$ cat src/rtl/serial_subtractor.sv
// Bit-serial subtractor: diff = a - b - bin, one full-subtractor slice per clock, LSB first.
// Operands load in parallel on an accepted start; diff/bout are valid from done until the next start.
module serial_subtractor #(
    parameter int unsigned WIDTH = 8,
    parameter int unsigned CNT_W = $clog2(WIDTH + 1)
) (
    input  logic             clk,
    input  logic             rst_n,
    input  logic             start,
    input  logic [WIDTH-1:0] a_in,
    input  logic [WIDTH-1:0] b_in,
    input  logic             bin,
    output logic             busy,
    output logic             done,
    output logic [WIDTH-1:0] diff,
    output logic             bout
);

    typedef enum logic [1:0] {StIdle, StRun, StDone} state_e;

    state_e             state_q, state_d;
    logic [WIDTH-1:0]   a_sr_q, a_sr_d;
    logic [WIDTH-1:0]   b_sr_q, b_sr_d;
    logic [WIDTH-1:0]   diff_q, diff_d;
    logic               brw_q, brw_d;
    logic               bout_q, bout_d;
    logic [CNT_W-1:0]   cnt_q, cnt_d;

    logic accept;
    logic last;
    logic d_bit;
    logic b_bit;

    // start is only honoured when no operation is in flight
    assign accept = start && (state_q == StIdle || state_q == StDone);
    assign last   = (cnt_q == CNT_W'(WIDTH - 1));

    // Full-subtractor slice on the current LSBs
    assign d_bit = a_sr_q[0] ^ b_sr_q[0] ^ brw_q;
    assign b_bit = (~a_sr_q[0] & b_sr_q[0]) | (~(a_sr_q[0] ^ b_sr_q[0]) & brw_q);

    always_ff @(posedge clk) begin
        if (!rst_n) begin
            state_q <= StIdle;
            a_sr_q  <= '0;
            b_sr_q  <= '0;
            diff_q  <= '0;
            brw_q   <= 1'b0;
            bout_q  <= 1'b0;
            cnt_q   <= '0;
        end else begin
            state_q <= state_d;
            a_sr_q  <= a_sr_d;
            b_sr_q  <= b_sr_d;
            diff_q  <= diff_d;
            brw_q   <= brw_d;
            bout_q  <= bout_d;
            cnt_q   <= cnt_d;
        end
    end

    always_comb begin
        state_d = state_q;
        unique case (state_q)
            StIdle:  if (start) state_d = StRun;
            StRun:   if (last) state_d = StDone;
            StDone:  state_d = start ? StRun : StIdle;
            default: state_d = StIdle;
        endcase
    end

    always_comb begin
        a_sr_d = a_sr_q;
        b_sr_d = b_sr_q;
        diff_d = diff_q;
        brw_d  = brw_q;
        bout_d = bout_q;
        cnt_d  = cnt_q;
        if (accept) begin
            a_sr_d = a_in;
            b_sr_d = b_in;
            diff_d = '0;
            brw_d  = bin;
            cnt_d  = '0;
        end else if (state_q == StRun) begin
            a_sr_d = a_sr_q >> 1;
            b_sr_d = b_sr_q >> 1;
            diff_d = {d_bit, diff_q[WIDTH-1:1]};
            brw_d  = b_bit;
            cnt_d  = cnt_q + CNT_W'(1);
            if (last) bout_d = b_bit;
        end
    end

    always_comb begin
        busy = (state_q == StRun);
        done = (state_q == StDone);
        diff = diff_q;
        bout = bout_q;
    end

endmodule

$ cat config.mk
export PLATFORM = sky130hd
export DESIGN_NAME = serial_subtractor
export DESIGN_NICKNAME = d
export VERILOG_FILES = /design/src/rtl/serial_subtractor.sv
export SDC_FILE = /design/constraint.sdc
export NUM_CORES = 1
export LEC_CHECK = 0
export ABC_AREA = 1
export ABC_CLOCK_PERIOD_IN_PS = 2350
export CORE_UTILIZATION = 40
export CTS_CLUSTER_SIZE = 20
export DETAILED_ROUTE_END_ITERATION = 8
export PLACE_DENSITY = 0.66
export SLEW_MARGIN = 20
export SYNTH_ARGS = -nofsm -noshare
export SYNTH_HDL_FRONTEND = slang
export SYNTH_SLANG_ARGS = --single-unit
$ cat constraint.sdc
create_clock -name clk -period 2.35 [get_ports clk]
set_input_delay 0.47 -clock clk [delete_from_list [all_inputs] [get_ports clk]]
set_output_delay 0.47 -clock clk [all_outputs]
set_load 0.01 [all_outputs]
* Word-level counts from Yosys, hierarchy flattened
Index checks and enable logic that the tools add are counted.
Word-level totals: register bits 32
Operators by class: add/sub/neg operators 1, eq/ne operators 5, multiplexer cells 10, bitwise operators 9, reduce and logical (&&, ||, !) cells 7
Operators with widths (number):
- 8-bit two-way mux | 4
- 2-bit one-hot mux with 3 select lines | 1
- 4-bit by 1-bit adder with 4-bit output (second input constant) | 1
- 4-bit by 3-bit == test with 1-bit output (second input constant) | 1
- 2-bit two-way mux | 2
- 1-bit inverter | 4
- 1-bit two-way mux | 3
- 3-bit AND reduction | 1
- 1-bit bitwise AND | 2
- 2-bit by 1-bit == test with 1-bit output (second input constant) | 1
- 2-bit == test (second input constant) | 1
- 2-bit logical NOT | 1
- 2-bit by 1-bit != test with 1-bit output (second input constant) | 1
- 2-bit != test (second input constant) | 1
- 2-bit AND reduction | 1
- 2-bit nonzero test | 1
- 2-bit OR reduction | 1
- 1-bit XOR | 2
- 1-bit logical AND | 1
- 1-bit logical OR | 1
- 1-bit bitwise OR | 1

* Depth between registers and ports, before layout
Gate-level depths: netlist (run 1).
word-level depth 6, depth in mapped cells 8, depth with buffers taken out 7

* Worst setup path after synthesis (run 1)
OpenSTA, ideal clock, no wires.
path type register -> output, start point register state_q[0], end point output port busy, arrival 829 ps, path slack 1051 ps, cell stages (with the launch flop) 6, path buffers 3, cells stage by stage dfxtp_1 buf_6 nand2_4 buf_6 clkinv_4 buf_12
On the way: cells in the longest elaborated chain, start to end 1
Ends and longest elaborated chain:
- start, declared | line 21 | state_e state_q, state_d;
- start signal, assigned | line 44 | state_q <= StIdle;
- start signal, assigned | line 52 | state_q <= state_d;
- 2-bit by 1-bit == test with 1-bit output | line 96 | busy = (state_q == StRun);
- end, declared | line 13 | output logic busy,
Every way passes these cells.

* Worst setup path in the final report (run 1)
start point register state_q[1], end point output port busy
Same word-level chain as after synthesis.

==> out/results.ini, run 1 <==
[run_status]
status = finished, final reports clean

[global_route]
grt_usage_pct = 16.67
grt_pass1_vias = 1245
grt_max_degree = 29
grt_pass1_wl_um = 5264
grt_overflow = 0
antenna_found_initial = 0

[finish]
area_growth_syn_to_layout_pct = 25.75
antennaDiodeCount = 0
most-common-layout-cells = 51 x nand2_1, 32 x nor2_1, 32 x dfxtp_1
num-nets-final = 271
final_common_cell = nand2_1
drive_above_1_share_pct = 15.60
fin_cells = 298

[pwr]
report.power.total_w = 0.001226
p_leak_nw = 0.8628
powerDensity_nw_per_um2 = 628.7
peakVddDrop_uv = 341.6

[critical_path]
worst_setup_path_end_kind = output pin
worst-path-buf-inv = 3
path_class = reg2out
worstSetupStartpoint = state_q[1]
required_ns = 1.88
r2r_setup_slack_ns = 0.89
slowest_delay_ns = 0.55
worstReg2RegStart = state_q[0]
crit_slowest_cell = clkdlybuf4s50_1
cp_data_arrival_time_ns = 1.47
path_cells = inv_2 -> nand2_4 -> clkinv_4 -> clkdlybuf4s50_1
startpoint_type = register
cp_max_fo = 15
critPathTopFamily = buffers and inverters

[timing]
fmaxAchievable_mhz = 515.3
tightestPinTransition_ns = 0.3584
hold_viol_final = 0
rsz0062_at_grt = false
hold_slack_ns = 0.4709
setup_tns_ns = 0
skew_ns = 0.006333
min_period_over_period_pct = 82.58
relSlewSlack_pct = 76.02
fin_ws_ns = 0.4093
setup_violations = 0
period_minus_slack_ns = 1.941
report.final.slew_viol_count = 0

[clock_tree]
cts_hold_buf = 0
clockRootBuffer = clkbuf_8
cts.path.max_buffers = 2
cts_resized = 0
post_cts_buffers = 0
clk_pin_slew_ns = 0.07
clkLatencyLatePin_ns = 0.29
cts_tree = done
clkSinkCount = 32
cts_max_level = 2
numCtsBuffers = 5

[synth]
yosysTopAreaCell = dfxtp_1
yosysSeqAreaShare_pct = 41.32
avgSynthCellArea_um2 = 7.177
syn_inst = 216
ys_types = 20
syn_nets = 238
synthTopCellsByArea = dfxtp_1 41%, nand2_1 12%, nor2_1 7.7%
synth_warnings = 0
synth_seq_cells = 32
synth_area_um2 = 1550
synth_top_area_share_pct = 41.32

[placed_design]
io_buffers = 30
dp_hpwl_um = 2042
pre_cts_slack_ns = 0.5088
place_congestion = 0.7984
place_inst = 290

[die]
rows = 22
floorplan.die.width_um = 64.26
dieArea_um2 = 4129
start_util_pct = 42.03
fp.dieH_um = 64.26
ioPinCount = 31
core_area_um2 = 3689

[routing]
drt-total-wl_um = 2962
detail-route-antenna-nets = 0
via_per_inst = 4.480
drt-pass1-iter-count = 4
drt-initial-drc-count = 54
routed-via-count = 1335
wl_per_cell_um = 9.940
drc_errors = 0

[flow_run]
cap_violations = 0

[hold_path]
min_path_type = reg2reg
hold_start = b_sr_q[7]

## report_power, final
part	switching [W]	total [W]	internal [W]	leakage, nW
Clock	0.000209	0.000442	0.000233	0.0510
Combinational	0.000110	0.000193	0.0000827	0.550
Sequential	0.0000168	0.000591	0.000574	0.262
## synth_stat cells, drive strengths merged
cell / count
buf: 7
nand3: 17
nand2: 63
nor2: 33
ha: 1
clkbuf: 1
dfxtp: 32
fa: 1
inv: 33
o21ai: 9
xor2: 1
a21oi: 17
clkinv: 1
## worst paths after layout
check,end,cells past startpoint
max,busy,4
min,b_sr_q[7],2
max reg2reg,b_sr_q[1],8
min reg2reg,b_sr_q[7],2
## routing by layer
metal | vias to the layer above | track usage (%) | part of all wire [%]
met5 | - | 0 | 0
met4 | 0 | 9.167 | 1.8
met3 | 5 | 4.643 | 4.2
met2 | 29 | 28.16 | 45
met1 | 583 | 18.74 | 49
li1 | 718 | - | -
## through the flow
step,util (%),area (µm²)
final,52.85,1949
after global routing,52.85,1949
after CTS,52.85,1949
after detailed placement,50.34,1857
after global placement,50.34,1857
after floorplan,-,1550
## logic make-up (layout without fill, tap and decap cells)
kind of cell	Yosys count	count (layout)	share of synthesized area [%]
XOR/XNOR	1	1	0.5651
buffers and inverters	42	76	13.96
AO/OA/AOI/OAI	26	26	10.57
AND/OR/NAND/NOR	113	113	31.48
flip-flops	32	32	41.32
adder cells (fa/ha/maj)	2	2	2.098
## registers in the layout, summed over array words and instances (netlist names)
name,cells
brw_q,1
cnt_q,4
bout,1
diff,8
a_sr_q,8
b_sr_q,8
state_q,2
## worst register-to-register path: stages (launching register included)
cell,delay [ns]
dfxtp_1,0.38
buf_4,0.19
inv_2,0.05
nand2_2,0.27
nand2_2,0.12
inv_2,0.17
nand2_1,0.08
nand2_1,0.07
nor2_1,0.04
## area by class of cell
type	count	area, µm²
clock buffers	6	82.58
clock inverters	2	10.01
fillers	390	1739
inverters	34	132.6
multi-input cells	142	693.2
flip-flops and latches	32	640.6
well taps	48	60.06
repair buffers	34	330.3
No activity file was read; power rests on OpenSTA's default activity.
==> inputs of run 2 (changes only) <==
ABC_CLOCK_PERIOD_IN_PS = 2000   (was 2350)
clock period = 2 ns   (was 2.35 ns; I/O delays follow)
==> run 2 against run 1 <==
Effect of this change:
- non-clock buffer count unchanged
- highest routed layer unchanged
- clock skew down 0.0029 ns
- sequential share of layout area down 0.063 points
==> out/results.ini, run 2 (synthesis gave the netlist of run 1 again) <==
[global_route]
grt_max_degree = 29  ; unchanged
grt_pass1_vias = 1343  ; was 1,245
grt_usage_pct = 17.75  ; was 16.67%
grt_pass1_wl_um = 5589  ; was 5264 µm
grt_overflow = 0  ; unchanged
antenna_found_initial = 0  ; unchanged

[critical_path]
r2r_setup_slack_ns = 0.54  ; was 0.89 ns
cp_max_fo = 15  ; unchanged
cp_data_arrival_time_ns = 1.47  ; about the same
r2r-end = a_sr_q[2]  ; was b_sr_q[1]
rr_worst_depth = 8  ; unchanged
worstReg2RegStart = state_q[0]  ; unchanged
required_ns = 1.60  ; was 1.88 ns
startpoint_type = register  ; unchanged
path_class = reg2out  ; unchanged
worst_setup_path_end_kind = output pin  ; unchanged

[timing]
fin_ws_ns = 0.1272  ; was 0.4093 ns
setup_violations = 0  ; unchanged
tightestPinTransition_ns = 0.3446  ; was 0.3584 ns
min_period_over_period_pct = 93.64
rsz0062_at_grt = false  ; unchanged
relSlewSlack_pct = 76.95  ; was 76.02%
hold_viol_final = 0  ; unchanged
fmaxAchievable_mhz = 534.0
report.final.slew_viol_count = 0  ; unchanged
setup_tns_ns = 0  ; unchanged
skew_ns = 0.003383  ; was 0.006333 ns
period_minus_slack_ns = 1.873

[pwr]
internal_power_w = 0.001078  ; was 0.0008901 W
power_frac_clock_pct = 37.0  ; was 36.1%
p_comb_share_pct = 15.6  ; was 15.7%
peakVddDrop_uv = 360.9  ; was 341.6 µV
switching_share_pct = 26.43  ; was 27.38%
powerDensity_nw_per_um2 = 750.5  ; was 628.7 nW/µm²
switchingPower_w = 0.0003875  ; was 0.0003355 W
seq_power_share_pct = 47.4  ; was 48.2%
p_leak_nw = 0.8623  ; was 0.8628 nW
report.power.total_w = 0.001466  ; was 0.001226 W

[finish]
fin_cells = 297  ; was 298
multi_input_area_um2 = 693.2  ; unchanged
most-common-layout-cells = 51 x nand2_1, 32 x nor2_1, 32 x dfxtp_1  ; unchanged
num-nets-final = 271  ; unchanged
fillers = 385  ; was 390
ff_latch_area_um2 = 640.6  ; unchanged
area_growth_syn_to_layout_pct = 25.99  ; was 25.75%
design_area_um2 = 1953  ; was 1949 µm²
drive_above_1_share_pct = 15.26  ; was 15.60%
antennaDiodeCount = 0  ; unchanged
final_common_cell = nand2_1  ; unchanged

[hold_path]
min_path_cells = 2  ; unchanged
hold_end = diff[0]  ; was b_sr_q[7]
min_path_type = reg2reg  ; unchanged
hold_start = diff[0]  ; was b_sr_q[7]

[routing]
wl_per_cell_um = 10.56  ; was 9.940 µm
drt-pass1-iter-count = 7  ; was 4
drt-initial-drc-count = 77  ; was 54
via_per_inst = 4.620  ; was 4.480
drc_errors = 0  ; unchanged
routed-via-count = 1372  ; was 1,335
drt-total-wl_um = 3135  ; was 2962 µm
detail-route-antenna-nets = 0  ; unchanged

[clock_tree]
numCtsBuffers = 5  ; unchanged
cts_hold_buf = 0  ; unchanged
clk_pin_slew_ns = 0.06  ; was 0.07 ns
clockRootBuffer = clkbuf_8  ; unchanged
cts_resized = 0  ; unchanged
cts.path.max_buffers = 2  ; unchanged
cts_max_level = 2  ; unchanged
clkLatencyLatePin_ns = 0.29  ; about the same
post_cts_buffers = 0  ; unchanged
cts_tree = done  ; unchanged
clkSinkCount = 32  ; unchanged

[die]
floorplan.die.width_um = 64.26  ; unchanged
ioPinCount = 31  ; unchanged
core_area_um2 = 3689  ; unchanged
fp.dieH_um = 64.26  ; unchanged
start_util_pct = 42.03  ; unchanged
dieArea_um2 = 4129  ; unchanged
rows = 22  ; unchanged

[placed_design]
place_congestion = 0.7830  ; was 0.7984
pre_cts_slack_ns = 0.2564  ; was 0.5088 ns
dp_hpwl_um = 2197  ; was 2042 µm
io_buffers = 30  ; unchanged
place_inst = 290  ; unchanged
placed_cell_area_um2 = 1857  ; unchanged

[run_status]
status = finished, final reports clean  ; unchanged

[flow_run]
cap_violations = 0  ; unchanged

-- run 2: cell count changes in the layout (fill, tap and decap cells not counted), sizes merged --
cell / before / now
clkinv: 3 / 1
clkbuf: 6 / 7
-- run 2: power by group through the flow --
stage	clock [W]	sequential, W	combinational (W)
after global routing	0.000578	0.000698	0.000264
after global placement	0	0.000708	0.000229
after CTS	0.000557	0.000695	0.000233
final	0.000542	0.000695	0.000228
after floorplan	0	0.000703	0.000173
after detailed placement	0	0.000709	0.000231
-- run 2: worst max-delay path: stages (launching register included) --
cell and delay [ns]:
dfxtp_1 0.31, inv_2 0.12, nand2_4 0.07, clkinv_4 0.13, clkdlybuf4s50_1 0.55
-- run 2: per-stage QoR --
stage | hold slack, ns | utilization [%]
after global routing | 0.4958 | 52.95
final | 0.4769 | 52.95
after CTS | 0.4816 | 52.95
after floorplan | 0.4395 | -
after detailed placement | 0.4704 | 50.34
after global placement | 0.4654 | 50.34
-- run 2: final cells by class --
| type | instances | area share, % |
|---|---|---|
| tap | 48 | 3.075 |
| multi-input combinational | 142 | 35.49 |
| timing repair buffer | 34 | 16.91 |
| clock buffer | 7 | 4.933 |
| sequential | 32 | 32.80 |
| inverter | 34 | 6.791 |
-- run 2: per-layer routing --
layer / routed length [µm] / GRT usage (%) / share of wire, %
met4: 78 / 11.11 / 2.5
met2: 1455 / 28.95 / 46
met5: 0 / 0 / 0
met1: 1470 / 20.35 / 47
met3: 130 / 4.821 / 4.1
-- run 2: worst max-delay path by stage --
stage,start,to
after global routing,state_q[1],busy
after floorplan,state_q[0],busy
after detailed placement,start,b_sr_q[0]
after global placement,rst_n,cnt_q[1]
after CTS,state_q[1],busy
final,state_q[1],busy
